### src/rtl/sdram_wb_arbiter.sv
// sdram_wb_arbiter: N-master Wishbone classic arbiter in front of sdram_wb_controller.
// Optional stalled-strobe timeout/abort: define SDRAM_ARB_TIMEOUT_EN.
module sdram_wb_arbiter #(
   parameter int N_MASTERS   = 3,
   parameter int ADDR_W      = 24,
   parameter int DATA_W      = 16,
   parameter bit HIPRI_M0    = 1'b1,
   parameter int TIMEOUT_CYC = 64,
   localparam int SEL_W      = DATA_W / 8
) (
   input  logic                          wb_clk_i,
   input  logic                          wb_rst_n_i,
   input  logic [N_MASTERS-1:0]          m_cyc_i,
   input  logic [N_MASTERS-1:0]          m_stb_i,
   input  logic [N_MASTERS-1:0]          m_we_i,
   input  logic [N_MASTERS*ADDR_W-1:0]   m_adr_i,
   input  logic [N_MASTERS*DATA_W-1:0]   m_dat_i,
   input  logic [N_MASTERS*SEL_W-1:0]    m_sel_i,
   output logic [N_MASTERS-1:0]          m_ack_o,
   output logic [N_MASTERS-1:0]          m_err_o,
   output logic [DATA_W-1:0]             m_dat_o,
   output logic                          s_cyc_o,
   output logic                          s_stb_o,
   output logic                          s_we_o,
   output logic [ADDR_W-1:0]             s_adr_o,
   output logic [DATA_W-1:0]             s_dat_o,
   output logic [SEL_W-1:0]              s_sel_o,
   input  logic                          s_ack_i,
   input  logic [DATA_W-1:0]             s_dat_i,
   output logic [N_MASTERS-1:0]          grant_o,
   output logic [1:0]                    arb_state_o
);

   localparam int PW = $clog2(N_MASTERS);

   typedef enum logic [1:0] {
      S_IDLE  = 2'd0,
      S_BUSY  = 2'd1,
      S_ABORT = 2'd2
   } state_t;

   state_t               state_q, state_d;
   logic [N_MASTERS-1:0] grant_q, grant_d;
   logic [PW-1:0]        rr_q, rr_d;
   logic [N_MASTERS-1:0] req;
   logic [PW-1:0]        gidx;
   logic [PW-1:0]        win;
   logic                 win_rr;
   logic                 busy;
   logic                 err_hit;

   assign req  = m_cyc_i & m_stb_i;
   assign busy = (state_q == S_BUSY);

   // Descending scan so the nearest requester after the pointer wins.
   always_comb begin
      win    = '0;
      win_rr = 1'b0;
      if (!(HIPRI_M0 && req[0])) begin
         win_rr = |req;
         for (int i = N_MASTERS; i >= 1; i--) begin
            if (req[(int'(rr_q) + i) % N_MASTERS])
               win = PW'((int'(rr_q) + i) % N_MASTERS);
         end
      end
   end

   always_comb begin
      gidx = '0;
      for (int k = 0; k < N_MASTERS; k++)
         if (grant_q[k]) gidx = PW'(k);
   end

`ifdef SDRAM_ARB_TIMEOUT_EN
   localparam int CW = $clog2(TIMEOUT_CYC);
   logic [CW-1:0] cnt_q, cnt_d;

   assign err_hit = busy && m_cyc_i[gidx] && s_stb_o && !s_ack_i
                    && (cnt_q == CW'(TIMEOUT_CYC - 1));

   always_comb begin
      cnt_d = cnt_q;
      if (!busy || s_ack_i || err_hit || !m_cyc_i[gidx])
         cnt_d = '0;
      else if (s_stb_o)
         cnt_d = cnt_q + 1'b1;
   end

   always_ff @(posedge wb_clk_i or negedge wb_rst_n_i) begin
      if (!wb_rst_n_i) cnt_q <= '0;
      else             cnt_q <= cnt_d;
   end
`else
   assign err_hit = 1'b0;
`endif

   always_ff @(posedge wb_clk_i or negedge wb_rst_n_i) begin
      if (!wb_rst_n_i) begin
         state_q <= S_IDLE;
         grant_q <= '0;
         rr_q    <= PW'(N_MASTERS - 1);
      end else begin
         state_q <= state_d;
         grant_q <= grant_d;
         rr_q    <= rr_d;
      end
   end

   always_comb begin
      state_d = state_q;
      grant_d = grant_q;
      rr_d    = rr_q;
      unique case (state_q)
         S_IDLE: begin
            if (|req) begin
               state_d = S_BUSY;
               grant_d = N_MASTERS'(1) << win;
               if (win_rr) rr_d = win;
            end
         end
         S_BUSY: begin
            if (!m_cyc_i[gidx]) begin
               state_d = S_IDLE;
               grant_d = '0;
            end else if (err_hit) begin
               state_d = S_ABORT;
               grant_d = '0;
            end
         end
         S_ABORT: begin
            state_d = S_IDLE;
         end
         default: begin
            state_d = S_IDLE;
            grant_d = '0;
         end
      endcase
   end

   always_comb begin
      s_cyc_o = busy & m_cyc_i[gidx];
      s_stb_o = busy & m_stb_i[gidx];
      s_we_o  = busy & m_we_i[gidx];
      s_adr_o = '0;
      s_dat_o = '0;
      s_sel_o = '0;
      m_dat_o = '0;
      if (busy) begin
         s_adr_o = m_adr_i[int'(gidx)*ADDR_W +: ADDR_W];
         s_dat_o = m_dat_i[int'(gidx)*DATA_W +: DATA_W];
         s_sel_o = m_sel_i[int'(gidx)*SEL_W +: SEL_W];
         m_dat_o = s_dat_i;
      end
   end

   assign m_ack_o     = (busy && s_ack_i) ? grant_q : '0;
   assign m_err_o     = err_hit ? grant_q : '0;
   assign grant_o     = grant_q;
   assign arb_state_o = state_q;

endmodule
### config.mk
export PLATFORM = sky130hd
export DESIGN_NAME = sdram_wb_arbiter
export DESIGN_NICKNAME = d
export VERILOG_FILES = /design/src/rtl/sdram_wb_arbiter.sv
export SDC_FILE = /design/constraint.sdc
export NUM_CORES = 1
export LEC_CHECK = 0
export ABC_AREA = 0
export BUFFER_PORTS_ARGS = -buffer_cell sky130_fd_sc_hd__buf_2
export CAP_MARGIN = 10
export CORE_AREA = 2 2 89 91
export DETAILED_ROUTE_END_ITERATION = 10
export DIE_AREA = 0 0 91 93
export GPL_TIMING_DRIVEN = 0
export HOLD_SLACK_MARGIN = 0.03
export SLEW_MARGIN = 20
export SYNTH_ARGS = -nofsm -noshare
export SYNTH_HDL_FRONTEND = slang
export SYNTH_SLANG_ARGS = --single-unit
### constraint.sdc
create_clock -name wb_clk_i -period 1.9 [get_ports wb_clk_i]
set_input_delay 0.19 -clock wb_clk_i [delete_from_list [all_inputs] [get_ports wb_clk_i]]
set_output_delay 0.19 -clock wb_clk_i [all_outputs]
set_load 0.02 [all_outputs]
[Word level (Yosys, flattened, before mapping)]
Cells that the tools add are included.
Word-level totals
  input port bits: 154
  logic and storage cells: 66
  output and inout bits: 72
  register bits after elaboration: 7
Cells by class
  reductions and logical operators: 6
  equality and inequality tests: 4
  magnitude comparators: 4
  div/mod/pow operators: 3
  $mul: 1
  shift operators: 4
  add/subtract/negate cells: 3
  multiplexer cells: 33
  bitwise gates (word level): 5
Operators with widths (count)
  32-bit by 4-bit < comparator with 1-bit output (second input constant): 3
  32-bit by 3-bit modulo with 32-bit output (second input constant): 3
  72-bit by 8-bit variable part select with 24-bit output: 1
  48-bit by 7-bit variable part select with 16-bit output: 1
  16-bit two-way mux: 2
  24-bit two-way mux: 1
  2-bit two-way mux: 8
  1-bit binary-select mux with 2-bit select: 6
  1-bit two-way mux: 11
  3-bit two-way mux: 3
  3-bit case mux with 3 select lines: 1
  2-bit by 2-bit adder with 3-bit output (second input constant): 2
  3-bit AND reduction: 2
  6-bit by 4-bit variable part select with 2-bit output: 1
  2-bit by 2-bit multiplier with 4-bit output (second input constant): 1
  2-bit inequality test (second input constant): 2
  2-bit case mux with 2 select lines: 1
  2-bit by 1-bit adder with 3-bit output (second input constant): 1
  1-bit bitwise AND: 3
  3-bit bitwise AND: 1
  2-bit by 3-bit < comparator with 1-bit output (second input constant): 1
  3-bit OR reduction: 1
  1-bit by 2-bit left shift with 3-bit output (first input constant): 1
  2-bit by 1-bit equality test with 1-bit output (second input constant): 1
  5 further kinds: 5

[Logic depth before layout (Yosys ltp)]
  word-level depth: 12
  gate-level depth with buffers: 6

[Worst setup path after synthesis]
OpenSTA, ideal clock, no wires.
  path type: register to register
  start point: reg rr_q[1]
  end point: reg grant_q[1], in the netlist grant_o[1]
  period minus slack after synthesis: 1.757 ns
  setup time: 0.074 ns
  arrival time: 1.682 ns
  cell stages (with the launch flop): 6
  slack: 0.143 ns
  data required time: 1.826 ns
  cell sequence: dfstp_2 -> ha_1 -> a22o_1 -> a2111o_1 -> a21boi_0 -> o21ai_2
Between the ends
  word-level cells in the longest chain between the ends: 12
RTL lines
  start, declared: RTL line 44  | logic [PW-1:0] rr_q, rr_d;
  start signal, assigned: RTL line 101  | rr_q <= PW'(N_MASTERS - 1);
  start signal, assigned: RTL line 105  | rr_q <= rr_d;
  2-bit by 2-bit adder with 3-bit output: RTL line 62, 63
  32-bit by 3-bit modulo with 32-bit output: RTL line 62, 63
  1-bit binary-select mux with 2-bit select: RTL line 62  | if (req[(int'(rr_q) + i) % N_MASTERS])
  1-bit two-way mux (not written as such) (2 in a row): RTL line 62
  2-bit two-way mux (2 in a row): RTL line 62
  2-bit two-way mux (*): RTL line 62
  2-bit two-way mux (*): RTL line 59  | if (!(HIPRI_M0 && req[0])) begin
  1-bit by 2-bit left shift with 3-bit output (*): RTL line 117  | grant_d = N_MASTERS'(1) << win;
  3-bit two-way mux (*): RTL line 115  | if (|req) begin
  3-bit case mux with 3 select lines (*): RTL line 113  | unique case (state_q)
  end signal, assigned: RTL line 104  | grant_q <= grant_d;
  end, declared: RTL line 43  | logic [N_MASTERS-1:0] grant_q, grant_d;
Mark *: on every way between the ends. The rest lies on a longest branch, timed or not. The select of a mux whose other input is x is not followed.
A chain may end at the register's enable or synchronous reset.

[Final worst setup path]
Same ends and word-level chain as after synthesis.

==> results_dict.tcl <==
set metrics [dict create \
    outcome "finished, final reports clean" \
    dr.pass1.iters 4 \
    place.gp.congestion 0.825 \
    mappedNetlistArea_um2 1780 \
    cts_max_level 1 \
    fin_ws_ns 0.0831 \
    multi_input_area_um2 1490 \
    numCtsBuffers 3 \
    clkPwrFrac_pct 4.7 \
    vdd_drop_max_v 0.000552 \
    fmax_mhz 550 \
    drv_cap 0 \
    ctsRootBufferMaster "clkbuf_8" \
    initial_core_util_pct 23.6 \
    hp-class "in -> reg" \
    drt_iter0_markers 57 \
    synth-xor-area-share_pct 0 \
    hold_viol 0 \
    seqCellArea_um2 153 \
    synth-compound-area-share_pct 20.9 \
    dp.cells 593 \
    p_switching_mw 2.31 \
    period_needed_ns 1.82 \
    p_leak_nw 1.71 \
    drc_errors 0 \
    pre_cts_slack_ns 0.0411 \
    wirelength_um 7730 \
    combPwrFrac_pct 89.7 \
    synth_warnings 0 \
    ys_ff_latch 6 \
    drt-vias-per-instance 4.41 \
    core-area_um2 7530 \
    die_h_um 93 \
    setup_viol 0 \
    chipWidth_um 91 \
    grt_usage_pct 16.8 \
    swShare_pct 56.2 \
    final_cell_mix "buf_2, and2_1, nand2_1" \
    cp_max_fo 4 \
    synthAdderAreaFrac_pct 1.41 \
    diodes 0 \
    final_common_cell "buf_2" \
    area_growth_pct 76.4 \
    internal-power_mw 1.80 \
    path_clk_slew_ns 0.04 \
    synth_cell_type_count 34 \
    die_area_um2 8460 \
    crit_type "reg -> reg" \
    boundaryPins 226 \
    numPortBuffers 221 \
    worstPathArrival_ns 1.96 \
    synthSimpleGateAreaFrac_pct 35.0 \
    cts.path.max_buffers 2 \
    final_nets 654 \
    hpwl_um 6490 \
    grt_max_degree 11 \
    antenna_found_initial 0 \
    rsz0062_at_grt "false" \
    required_ns 2.04 \
    endpoint_kind "flop" \
    p_seq_share_pct 5.6 \
    clkLatencyLatePin_ns 0.22 \
    whs_ns 0.298 \
    skew_ns 0.00213 \
    cts_tree "yes" \
    maxSlewViolCount 0 \
    ant_nets 0 \
    vias 2639 \
    num_rows 32 \
    timing.setup.tns_ns 0 \
    fin_crit_sh_pct 95.6 \
    grt_pass1_vias 2615 \
    synth_mux_area_share_pct 25.4 \
    overflow 0 \
    drive_gt1_share_pct 50.5 \
    synth_top_family_by_area "simple AND/OR/NAND/NOR gates" \
    grt_pass1_wl_um 11900 \
    synth_area_per_cell_um2 6.66 \
    powerDensity_nw_per_um2 1310 \
    cts_sinks 6 \
    power_mw 4.11 \
    worstSetupStartpointType "flop" \
    nFillCells 846 \
    synthCells 267 \
    seq_area_frac_synth_pct 8.51 \
    wl_per_cell_um 12.9 \
    instances_no_fill 599 \
]
-- flip-flops by register name (all words and copies together), names as in the netlist --
name         flops
arb_state_o      1
rr_q             2
grant_o          3
-- cells in the mapped netlist --
library cell	n	share of area (%)
conb_1	1	0.21
buf_2	2	0.56
a22o_1	1	0.49
clkbuf_1	15	3.2
nor2b_1	1	0.35
dfrtp_1	5	7.0
o31ai_1	1	0.42
and3_1	3	1.1
a2111o_1	1	0.63
a22oi_1	4	1.7
inv_1	2	0.42
o211a_1	1	0.56
a21boi_0	1	0.42
o21a_1	2	0.84
mux2_2	1	0.63
nor2_1	1	0.21
a22oi_2	1	0.70
nand2b_1	1	0.35
buf_1	1	0.21
mux2i_1	44	25
nand3_1	1	0.28
buf_4	10	4.2
nand2_1	49	10
dfstp_2	1	1.5
o21ai_0	45	13
a2bb2oi_1	1	0.49
ha_1	2	1.4
and2_1	63	22
a21oi_1	1	0.28
o21bai_1	1	0.42
o2111ai_1	1	0.49
nor3_1	1	0.28
o21ai_2	1	0.49
o21ai_1	1	0.28
-- worst max-delay path: stages (launching register included) --
cell	delay (ns)
dfstp_2	0.52
ha_1	0.26
a22o_1	0.25
a2111o_1	0.43
a21boi_0	0.16
o21ai_2	0.12
-- layout make-up --
cell class | instances | share of cell area (%)
plain buffers | 28 | 6.10
clock buffers | 4 | 1.44
inverters | 2 | 0.239
multi-input cells | 234 | 47.5
flip-flops and latches | 6 | 4.86
well taps | 102 | 4.07
repair buffers | 223 | 35.8
-- cell families after synthesis --
family | after synthesis
AO/OA/AOI/OAI | 63
adder cells (fa/ha/maj) | 2
buffers and inverters | 30
flip-flops | 6
multiplexers | 45
other | 1
AND/OR/NAND/NOR | 120
-- power by group through the flow --
stage	clock [mW]	combinational [mW]	sequential, mW
finish	0.195	3.69	0.230
global route	0.215	4.04	0.240
CTS	0.203	3.67	0.232
detailed placement	0	3.63	0.228
global placement	0	3.59	0.222
floorplan	0	2.40	0.250
-- worst paths after layout --
check	from	slack, ns	endpoint	cells past startpoint
worst max-delay path	rr_q[1]	0.08	grant_o[1]	5
worst min-delay path	m_cyc_i[2]	0.30	grant_o[2]	3
worst max register to register	rr_q[1]	0.08	grant_o[1]	5
worst min register to register	grant_o[0]	0.61	grant_o[0]	2
max in group asynchronous	wb_rst_n_i	1.34	rr_q[1]	2
min in group asynchronous	wb_rst_n_i	0.33	grant_o[0]	2
-- through the flow --
stage          cell area, um^2  utilization, %
6_report                  3140            41.7
5_1_grt                   3140            41.7
4_1_cts                   3100            41.2
3_5_place_dp              3020            40.2
3_3_place_gp              3020            40.2
2_1_floorplan             1790               -
-- metal layers --
metal  track usage, %  up-vias  routed length (um)
li1                 -     1358                   -
met1             19.4     1146                3070
met5                0        -                   0
met3             2.74        4                 671
met4             2.65        0                  43
met2             32.7      131                3940
-- what timing repair did --
item / 4_1_cts / 5_1_grt
gates resized for setup: 11 / 11
hold endpoints to repair: 6 / 0
pin swaps: 0 / 1
setup buffers: 0 / 1
hold buffers: 1 / 0
setup endpoints to repair: 34 / 30
gates cloned: 0 / 0
Power figures use the tool's default switching activity.
